===== config.mk =====
export PLATFORM = sky130hd
export DESIGN_NAME = rabi_sequencer
export DESIGN_NICKNAME = d
export VERILOG_FILES = /design/src/rtl/rabi_sequencer.sv
export SDC_FILE = /design/constraint.sdc
export NUM_CORES = 1
export LEC_CHECK = 0
export BUFFER_PORTS_ARGS = -buffer_cell sky130_fd_sc_hd__buf_4
export CAP_MARGIN = 5
export CORE_ASPECT_RATIO = 0.8
export CORE_UTILIZATION = 45
export CTS_BUF_LIST = sky130_fd_sc_hd__clkbuf_8
export DETAILED_ROUTE_END_ITERATION = 8
export PLACE_DENSITY = 0.69
export SLEW_MARGIN = 10
export SYNTH_ARGS = -nofsm -noshare
export SYNTH_HDL_FRONTEND = slang
export SYNTH_SLANG_ARGS = --single-unit

===== constraint.sdc =====
create_clock -name iCLK -period 8.55 [get_ports iCLK]
set_input_delay 1.2825 -clock iCLK [delete_from_list [all_inputs] [get_ports iCLK]]
set_output_delay 1.2825 -clock iCLK [all_outputs]
set_load 0.05 [all_outputs]

===== src/rtl/rabi_sequencer.sv =====
// Rabi-oscillation pulse sequencer: per step ARM/laser-init/dead-time/RF/dead-time/readout,
// with the RF length swept by a saturating increment and optional per-step external triggering.
module rabi_sequencer #(
  parameter int unsigned CNT_W  = 24,
  parameter int unsigned STEP_W = 16
) (
  input  logic              iCLK,
  input  logic              iRESET,
  input  logic              iSTART,
  input  logic              iABORT,
  input  logic              iTRIG,
  input  logic              iTRIG_EN,
  input  logic [CNT_W-1:0]  iLASER_LEN,
  input  logic [CNT_W-1:0]  iWAIT_LEN,
  input  logic [CNT_W-1:0]  iRF_BASE,
  input  logic [CNT_W-1:0]  iRF_INC,
  input  logic [CNT_W-1:0]  iREAD_LEN,
  input  logic [STEP_W-1:0] iNUM_STEPS,
  output logic              oRF,
  output logic              oLASER,
  output logic              oREADOUT,
  output logic              oBUSY,
  output logic              oDONE,
  output logic [STEP_W-1:0] oSTEP
);

  typedef enum logic [2:0] {
    stIdle, stArm, stInit, stWait1, stRf, stWait2, stRead, stDone
  } seqState_t;

  seqState_t         state, nextState;
  logic [CNT_W-1:0]  phaseCnt, loadVal;
  logic [CNT_W-1:0]  laserLen, waitLen, rfLen, rfInc, readLen;
  logic [STEP_W-1:0] numSteps, stepIdx;
  logic              trigEn;
  logic              trigSync1, trigSync2, trigPrev, trigPulse;
  logic              phaseDone, lastStep, startAccept, stepAdvance;
  logic [CNT_W:0]    rfSum;
  logic [CNT_W-1:0]  rfNext;
  logic              rfD, laserD, readoutD, busyD, doneD;

  // A zero length still occupies one cycle, so the counter is loaded with max(L,1)-1.
  function automatic logic [CNT_W-1:0] phaseLoad(input logic [CNT_W-1:0] len);
    return (len == '0) ? '0 : len - CNT_W'(1);
  endfunction

  assign phaseDone   = (phaseCnt == '0);
  assign lastStep    = (stepIdx == numSteps - STEP_W'(1));
  assign startAccept = (state == stIdle) && iSTART && !iABORT;
  assign stepAdvance = (state == stRead) && (nextState == stArm);
  assign rfSum       = {1'b0, rfLen} + {1'b0, rfInc};
  assign rfNext      = rfSum[CNT_W] ? '1 : rfSum[CNT_W-1:0];

  // Trigger: two-flop synchronizer, then a registered rising edge accepted only while armed.
  always_ff @(posedge iCLK or posedge iRESET) begin
    if (iRESET) begin
      trigSync1 <= 1'b0;
      trigSync2 <= 1'b0;
      trigPrev  <= 1'b0;
      trigPulse <= 1'b0;
    end else begin
      trigSync1 <= iTRIG;
      trigSync2 <= trigSync1;
      trigPrev  <= trigSync2;
      trigPulse <= trigSync2 && !trigPrev && (state == stArm);
    end
  end

  // State register, phase counter and latched run configuration.
  always_ff @(posedge iCLK or posedge iRESET) begin
    if (iRESET) begin
      state    <= stIdle;
      phaseCnt <= '0;
      laserLen <= '0;
      waitLen  <= '0;
      rfLen    <= '0;
      rfInc    <= '0;
      readLen  <= '0;
      numSteps <= '0;
      trigEn   <= 1'b0;
      stepIdx  <= '0;
    end else begin
      state <= nextState;
      if (nextState != state) phaseCnt <= loadVal;
      else if (!phaseDone)    phaseCnt <= phaseCnt - CNT_W'(1);
      if (startAccept) begin
        laserLen <= iLASER_LEN;
        waitLen  <= iWAIT_LEN;
        rfLen    <= iRF_BASE;
        rfInc    <= iRF_INC;
        readLen  <= iREAD_LEN;
        numSteps <= iNUM_STEPS;
        trigEn   <= iTRIG_EN;
        stepIdx  <= '0;
      end else if (stepAdvance) begin
        stepIdx <= stepIdx + STEP_W'(1);
        rfLen   <= rfNext;
      end
    end
  end

  // Next-state logic; abort overrides everything including a same-cycle start.
  always_comb begin
    nextState = state;
    case (state)
      stIdle:  if (iSTART) nextState = (iNUM_STEPS == '0) ? stDone : stArm;
      stArm:   if (!trigEn || trigPulse) nextState = stInit;
      stInit:  if (phaseDone) nextState = stWait1;
      stWait1: if (phaseDone) nextState = stRf;
      stRf:    if (phaseDone) nextState = stWait2;
      stWait2: if (phaseDone) nextState = stRead;
      stRead:  if (phaseDone) nextState = lastStep ? stDone : stArm;
      stDone:  nextState = stIdle;
      default: nextState = stIdle;
    endcase
    if (iABORT) nextState = stIdle;
  end

  // Counter preload for the phase about to be entered.
  always_comb begin
    loadVal = '0;
    case (nextState)
      stInit:           loadVal = phaseLoad(laserLen);
      stWait1, stWait2: loadVal = phaseLoad(waitLen);
      stRf:             loadVal = phaseLoad(rfLen);
      stRead:           loadVal = phaseLoad(readLen);
      default:          loadVal = '0;
    endcase
  end

  // Output decode from the next state so the registered drives line up with the state.
  always_comb begin
    rfD      = 1'b0;
    laserD   = 1'b0;
    readoutD = 1'b0;
    busyD    = (nextState != stIdle);
    doneD    = (nextState == stDone);
    case (nextState)
      stInit: laserD = 1'b1;
      stRf:   rfD    = 1'b1;
      stRead: begin
        laserD   = 1'b1;
        readoutD = 1'b1;
      end
      default: ;
    endcase
  end

  always_ff @(posedge iCLK or posedge iRESET) begin
    if (iRESET) begin
      oRF      <= 1'b0;
      oLASER   <= 1'b0;
      oREADOUT <= 1'b0;
      oBUSY    <= 1'b0;
      oDONE    <= 1'b0;
    end else begin
      oRF      <= rfD;
      oLASER   <= laserD;
      oREADOUT <= readoutD;
      oBUSY    <= busyD;
      oDONE    <= doneD;
    end
  end

  assign oSTEP = stepIdx;

endmodule


# After elaboration in Yosys (flattened, before gate mapping)
# Index checks and enable logic that the tools add are counted.
# word_totals
word_cells	90
input_bits	142
register_bits	189
output_inout_bits	21
# op_classes
n_addsub	8
n_eq_ne	17
muxes	26
reduce_logical	20
# op_table
op	count
two-way mux 24 bit	9
zero test 24 bit	5
subtractor 24 x 1 -> 24 bit, second input constant	5
case mux 24 bit (4 select lines)	1
two-way mux 16 bit	2
two-way mux 3 bit	10
adder 24 x 24 -> 25 bit	1
== test 3 bit, second input constant	8
case mux 3 bit (8 select lines)	1
adder 16 x 1 -> 16 bit, second input constant	1
== test 16 bit	1
zero test 16 bit	1
subtractor 16 x 1 -> 16 bit, second input constant	1
== test 3 x 2 -> 1 bit, second input constant	4
== test 3 x 1 -> 1 bit, second input constant	2
logical AND 1 bit	5
OR reduction 2 bit	2
zero test 1 bit	3
zero test 3 bit	1
two-way mux 1 bit	3
inequality test 3 bit	1
nonzero test 3 bit	1
inequality test 2 x 1 -> 1 bit, second input constant	1
nonzero test 2 bit	1
logical OR 1 bit	1

# Depth between registers and ports, before layout
# logic_depth
word_depth	10
ltp_mapped	14

# Least setup slack after synthesis
# OpenSTA, ideal clock, no wires.
# synth_path
path_kind	reg2reg
startpoint	register stepIdx[7] (netlist: oSTEP[7])
endpoint	register rfLen[14]
period_less_slack_ns	3.241
t_arrival_ns	3.113
setup_slack_ns	5.309
stages_incl_launch_ff	13
path_buffers	4
cell_sequence	dfrtp_1 > buf_2 > xor2_1 > a2111oi_0 > a21oi_1 > or4_1 > or4_1 > buf_2 > and2_1 > buf_2 > clkbuf_1 > o21ai_0 > o21ai_1
# synth_between
elab_chain_cells	8
# synth_lines
item	line_no	rtl
start, declared	34	logic [STEP_W-1:0] numSteps, stepIdx;
start signal, assigned	96	stepIdx <= stepIdx + STEP_W'(1);
== test 16 bit	48	assign lastStep = (stepIdx == numSteps - STEP_W'(1));
two-way mux 3 bit (2 in series)	112	stRead: if (phaseDone) nextState = lastStep ? stDone : stArm;
case mux 3 bit (8 select lines)	105	case (state)
two-way mux 3 bit	116	if (iABORT) nextState = stIdle;
== test 3 x 1 -> 1 bit	50	assign stepAdvance = (state == stRead) && (nextState == stArm);
logical AND 1 bit	50	
nonzero test 2 bit (no source line)	n/a	
end signal, assigned	89	rfLen <= iRF_BASE;
end signal, assigned	97	rfLen <= rfNext;
end, declared	33	logic [CNT_W-1:0] laserLen, waitLen, rfLen, rfInc, readLen;
# Every way passes these cells.
# A chain may end at the register's enable or synchronous reset.

# Final worst setup path
# layout_path
startpoint	register numSteps[0]
endpoint	register phaseCnt[3]
# layout_between
elab_chain_cells	10
word_cells_on_any_way	16
# layout_lines
item	line_no	rtl
start, declared	34	
start signal, assigned	92	numSteps <= iNUM_STEPS;
subtractor 16 x 1 -> 16 bit (*)	48	
== test 16 bit (*)	48	
two-way mux 3 bit (*) (2 in series)	112	
case mux 3 bit (8 select lines) (*)	105	
two-way mux 3 bit (*)	116	
== test 3 x 2 -> 1 bit or == test 3 bit (tied branches)	122	case (nextState)
OR reduction 2 bit	122	
case mux 24 bit (4 select lines)	122	
two-way mux 24 bit	84	if (nextState != state) phaseCnt <= loadVal;
end signal, assigned	84	
end signal, assigned	85	else if (!phaseDone) phaseCnt <= phaseCnt - CNT_W'(1);
end, declared	32	logic [CNT_W-1:0] phaseCnt, loadVal;
# Every way passes the cells marked *; elsewhere a longest branch is shown, timed or not.

==> impl_metrics.yaml <==
status:
  outcome: "finished, final reports clean"
cts:
  root_buffer: "clkbuf_8"
  cts_sinks: 189
  holdBufCountCts: 0
  ctsResizeCount: 0
  clk_latency_ns: 0.50
  cts_buffer_depth: 2
  cts_tree: "done"
  postCtsSetupBuffers: 0
  numCtsBuffers: 17
  htree_num_levels: 4
  path_clk_slew_ns: 0.10
worst_hold_path:
  holdCritPathClass: "reg2reg"
  holdPathStages: 0
die:
  io_pins: 163
  initial_core_util: 0.461
  num_rows: 54
  dieArea_sq_um: 28800
  core_sq_um: 27400
  die_x_um: 189
  die_y_um: 152
yosys:
  synth_ff_type: "dfrtp_1"
  synthDistinctLibCells: 93
  ys_top_cells_by_area: "dfrtp_1 (37%), nand2_1 (12%), xnor2_1 (6.2%), xor2_1 (3.6%), ha_1 (3.6%)"
  yosys.area.top_type_share: 0.374
  synth_edf_count: 0
  synth_top_area_cell: "dfrtp_1"
  yosys_register_bits: 189
  netlist_instances: 1525
  seq_area_frac_synth: 0.374
  synth-async-reset-ratio: 1.00
  synth_nets: 1704
  netlist_area_sq_um: 12700
  syn_avg_cell_area_sq_um: 8.30
  synth-warning-count: 0
layout:
  antenna_cells: 0
  area_growth_pct: 14.0
  design_area_sq_um: 14400
  final_nets: 1818
  drive_gt1_frac: 0.155
  utilization: 0.526
power_and_ir_drop:
  p_leak_nw: 6.62
  p_int_mw: 2.72
  p_comb_frac: 0.570
  vdd_drop_max_uv: 188
  p_clk_frac: 0.112
  p_switching_mw: 2.64
  powerDensity_nw_per_um2: 372
  swShare: 0.492
  p_seq_frac: 0.318
sta:
  relSlewSlack: 0.259
  fin_tns_setup_ns: 0
  max_clock_freq_mhz: 240
  finalMaxSlewViolations: 0
  period_minus_slack_ns: 4.17
  worst_pin_slew_ns: 1.11
  min_period_over_period: 0.488
  finalClockSkew_ns: 0.0210
  holdWs_ns: 0.385
  fin_ws_ns: 4.38
  setup_viol_count_final: 0
  hold_viol_final: 0
  grt_setup_unrepaired: "false"
placed_design:
  dp_hpwl_um: 27000
  pre_cts_ws_ns: 4.12
  dpl_cell_area_sq_um: 14000
  gp_congestion: 0.928
  io_buffers: 162
setup_path:
  cp_max_fo: 14
  worstPathArrival_ns: 4.58
  timing.critical_path.mode_cell: "or4_1"
  critical_path.startpoint_type: "register"
  rr_worst_depth: 11
  endpoint_kind: "register"
  crit_slowest_cell: "or4_1"
  cp_data_required_time_ns: 8.96
  max_stage_delay_ns: 0.80
  path_class: "reg2reg"
  crit_chain: "inv_1 -> ha_1 -> nor2b_1 -> and3_1 -> xnor2_1 -> or4_1 -> or4_1 -> a211oi_4 -> buf_4 -> a2111oi_2 -> o22ai_2"
global_route:
  grt_first_pass_wirelength_um: 58400
  grt_pass1_vias: 10800
  grt_max_degree: 131
  grt_overflow: 0
  grt_usage: 0.255
  antenna_found_initial: 0
route:
  drt.antenna.violating_nets: 0
  post_drt_wl_per_cell_um: 17.9
  vias_per_cell: 5.74
  dr.pass1.iters: 6
  drt_first_iter_violations: 1058
  drc: 0
  drt_wl_total_um: 36100
  num_vias: 11600
run:
  drv_cap: 0
final timing paths:
| kind | from | endpoint | slack, ns |
|---|---|---|---|
| setup / recovery | numSteps[0]$_DFFE_PP0P_ | phaseCnt[3]$_DFFE_PP0P_ | 4.38 |
| hold / removal | trigSync1$_DFF_PP0_ | trigSync2$_DFF_PP0_ | 0.39 |
| setup reg to reg | numSteps[0]$_DFFE_PP0P_ | phaseCnt[3]$_DFFE_PP0P_ | 4.38 |
| hold reg to reg | trigSync1$_DFF_PP0_ | trigSync2$_DFF_PP0_ | 0.39 |
| max in group asynchronous | iRESET | phaseCnt[4]$_DFFE_PP0P_ | 6.18 |
| min in group asynchronous | iRESET | waitLen[5]$_DFFE_PP0P_ | 0.98 |
logic make-up (layout without fill, tap and decap cells):
logic type,Yosys count,count (layout),synth area share
AOI/OAI and AO/OA,252,252,0.151
xor gates and xnor gates,141,141,0.0976
adders and majority gates,37,37,0.0372
buffers and inverters,103,230,0.0368
DFF,189,189,0.374
muxes,10,10,0.00791
and+or+nand+nor,793,793,0.296
synth_stat cells, drive strengths merged, types with 6 or more instances:
master and n:
a2111oi 17, a211o 9, a21o 12, a21oi 39, a31oi 9, and2 8, and3 15, buf 27
clkbuf 46, dfrtp 189, ha 36, inv 30, mux2i 10, nand2 402, nand2b 21, nand3 35
nand4 10, nor2 120, nor2b 6, nor3 49, nor4 51, o21ai 77, o22ai 10, o31ai 12
o32a 8, o41ai 6, or2 6, or3 20, or4 30, xnor2 89, xor2 52
layout by cell type, fill, tap and decap left out, types with 28 or more instances in the layout:
cell,synthesis,layout
nand2_1,400,400
or4_1,29,29
ha_1,36,36
nor2_1,118,118
inv_1,29,29
nand3_1,35,34
o21ai_1,28,28
a21oi_1,39,39
nor4_1,48,48
buf_4,5,168
o21ai_0,48,48
xor2_1,52,52
xnor2_1,89,89
nor3_1,49,49
dfrtp_1,189,189
worst max-delay path: cells and delay by family (launching register included):
family | cells | cell delay [ns]
XOR/XNOR | 1 | 0.07
flip-flops | 1 | 0.41
buffers and inverters | 2 | 0.45
AO/OA/AOI/OAI | 3 | 0.99
adder cells (fa/ha/maj) | 1 | 0.19
AND/OR/NAND/NOR | 4 | 1.95
registers in the layout (all words and copies together), names as in the netlist:
register / cells
oRF: 1
trigPrev: 1
oLASER: 1
trigEn: 1
numSteps: 16
rfInc: 24
oSTEP: 16
trigPulse: 1
oBUSY: 1
laserLen: 24
readLen: 24
trigSync1: 1
oDONE: 1
trigSync2: 1
oREADOUT: 1
rfLen: 24
phaseCnt: 24
state: 3
waitLen: 24
layout make-up:
type | instances | area, sq um
Clock buffer | 18 | 248
Clock inverter | 14 | 134
Multi-Input combinational cell | 1233 | 7470
Sequential cell | 189 | 4730
Fill cell | 2618 | 13000
Tap cell | 364 | 455
Inverter | 30 | 120
Timing Repair Buffer | 168 | 1260
per-layer routing:
layer,share of wire,up-vias,GRT usage,wire (um)
met4,0.021,0,0.0737,770
met1,0.49,5500,0.393,17600
li1,-,5563,-,-
met2,0.42,449,0.355,15000
met5,0,-,0,0
met3,0.076,57,0.0538,2750
metrics by stage:
step,power (mW),instances
2_1_floorplan,3.99,1525
3_5_place_dp,4.71,1984
3_3_place_gp,4.63,1984
6_report,5.36,2016
5_1_grt,5.79,2016
4_1_cts,5.32,2016
power groups by stage:
stage	sequential, mW	clock, mW	combinational, mW
3_3_place_gp	1.70	0	2.93
2_1_floorplan	1.58	0	2.42
6_report	1.71	0.599	3.05
3_5_place_dp	1.71	0	2.99
4_1_cts	1.70	0.612	3.02
5_1_grt	1.76	0.643	3.38
Power figures use the tool's default switching activity.
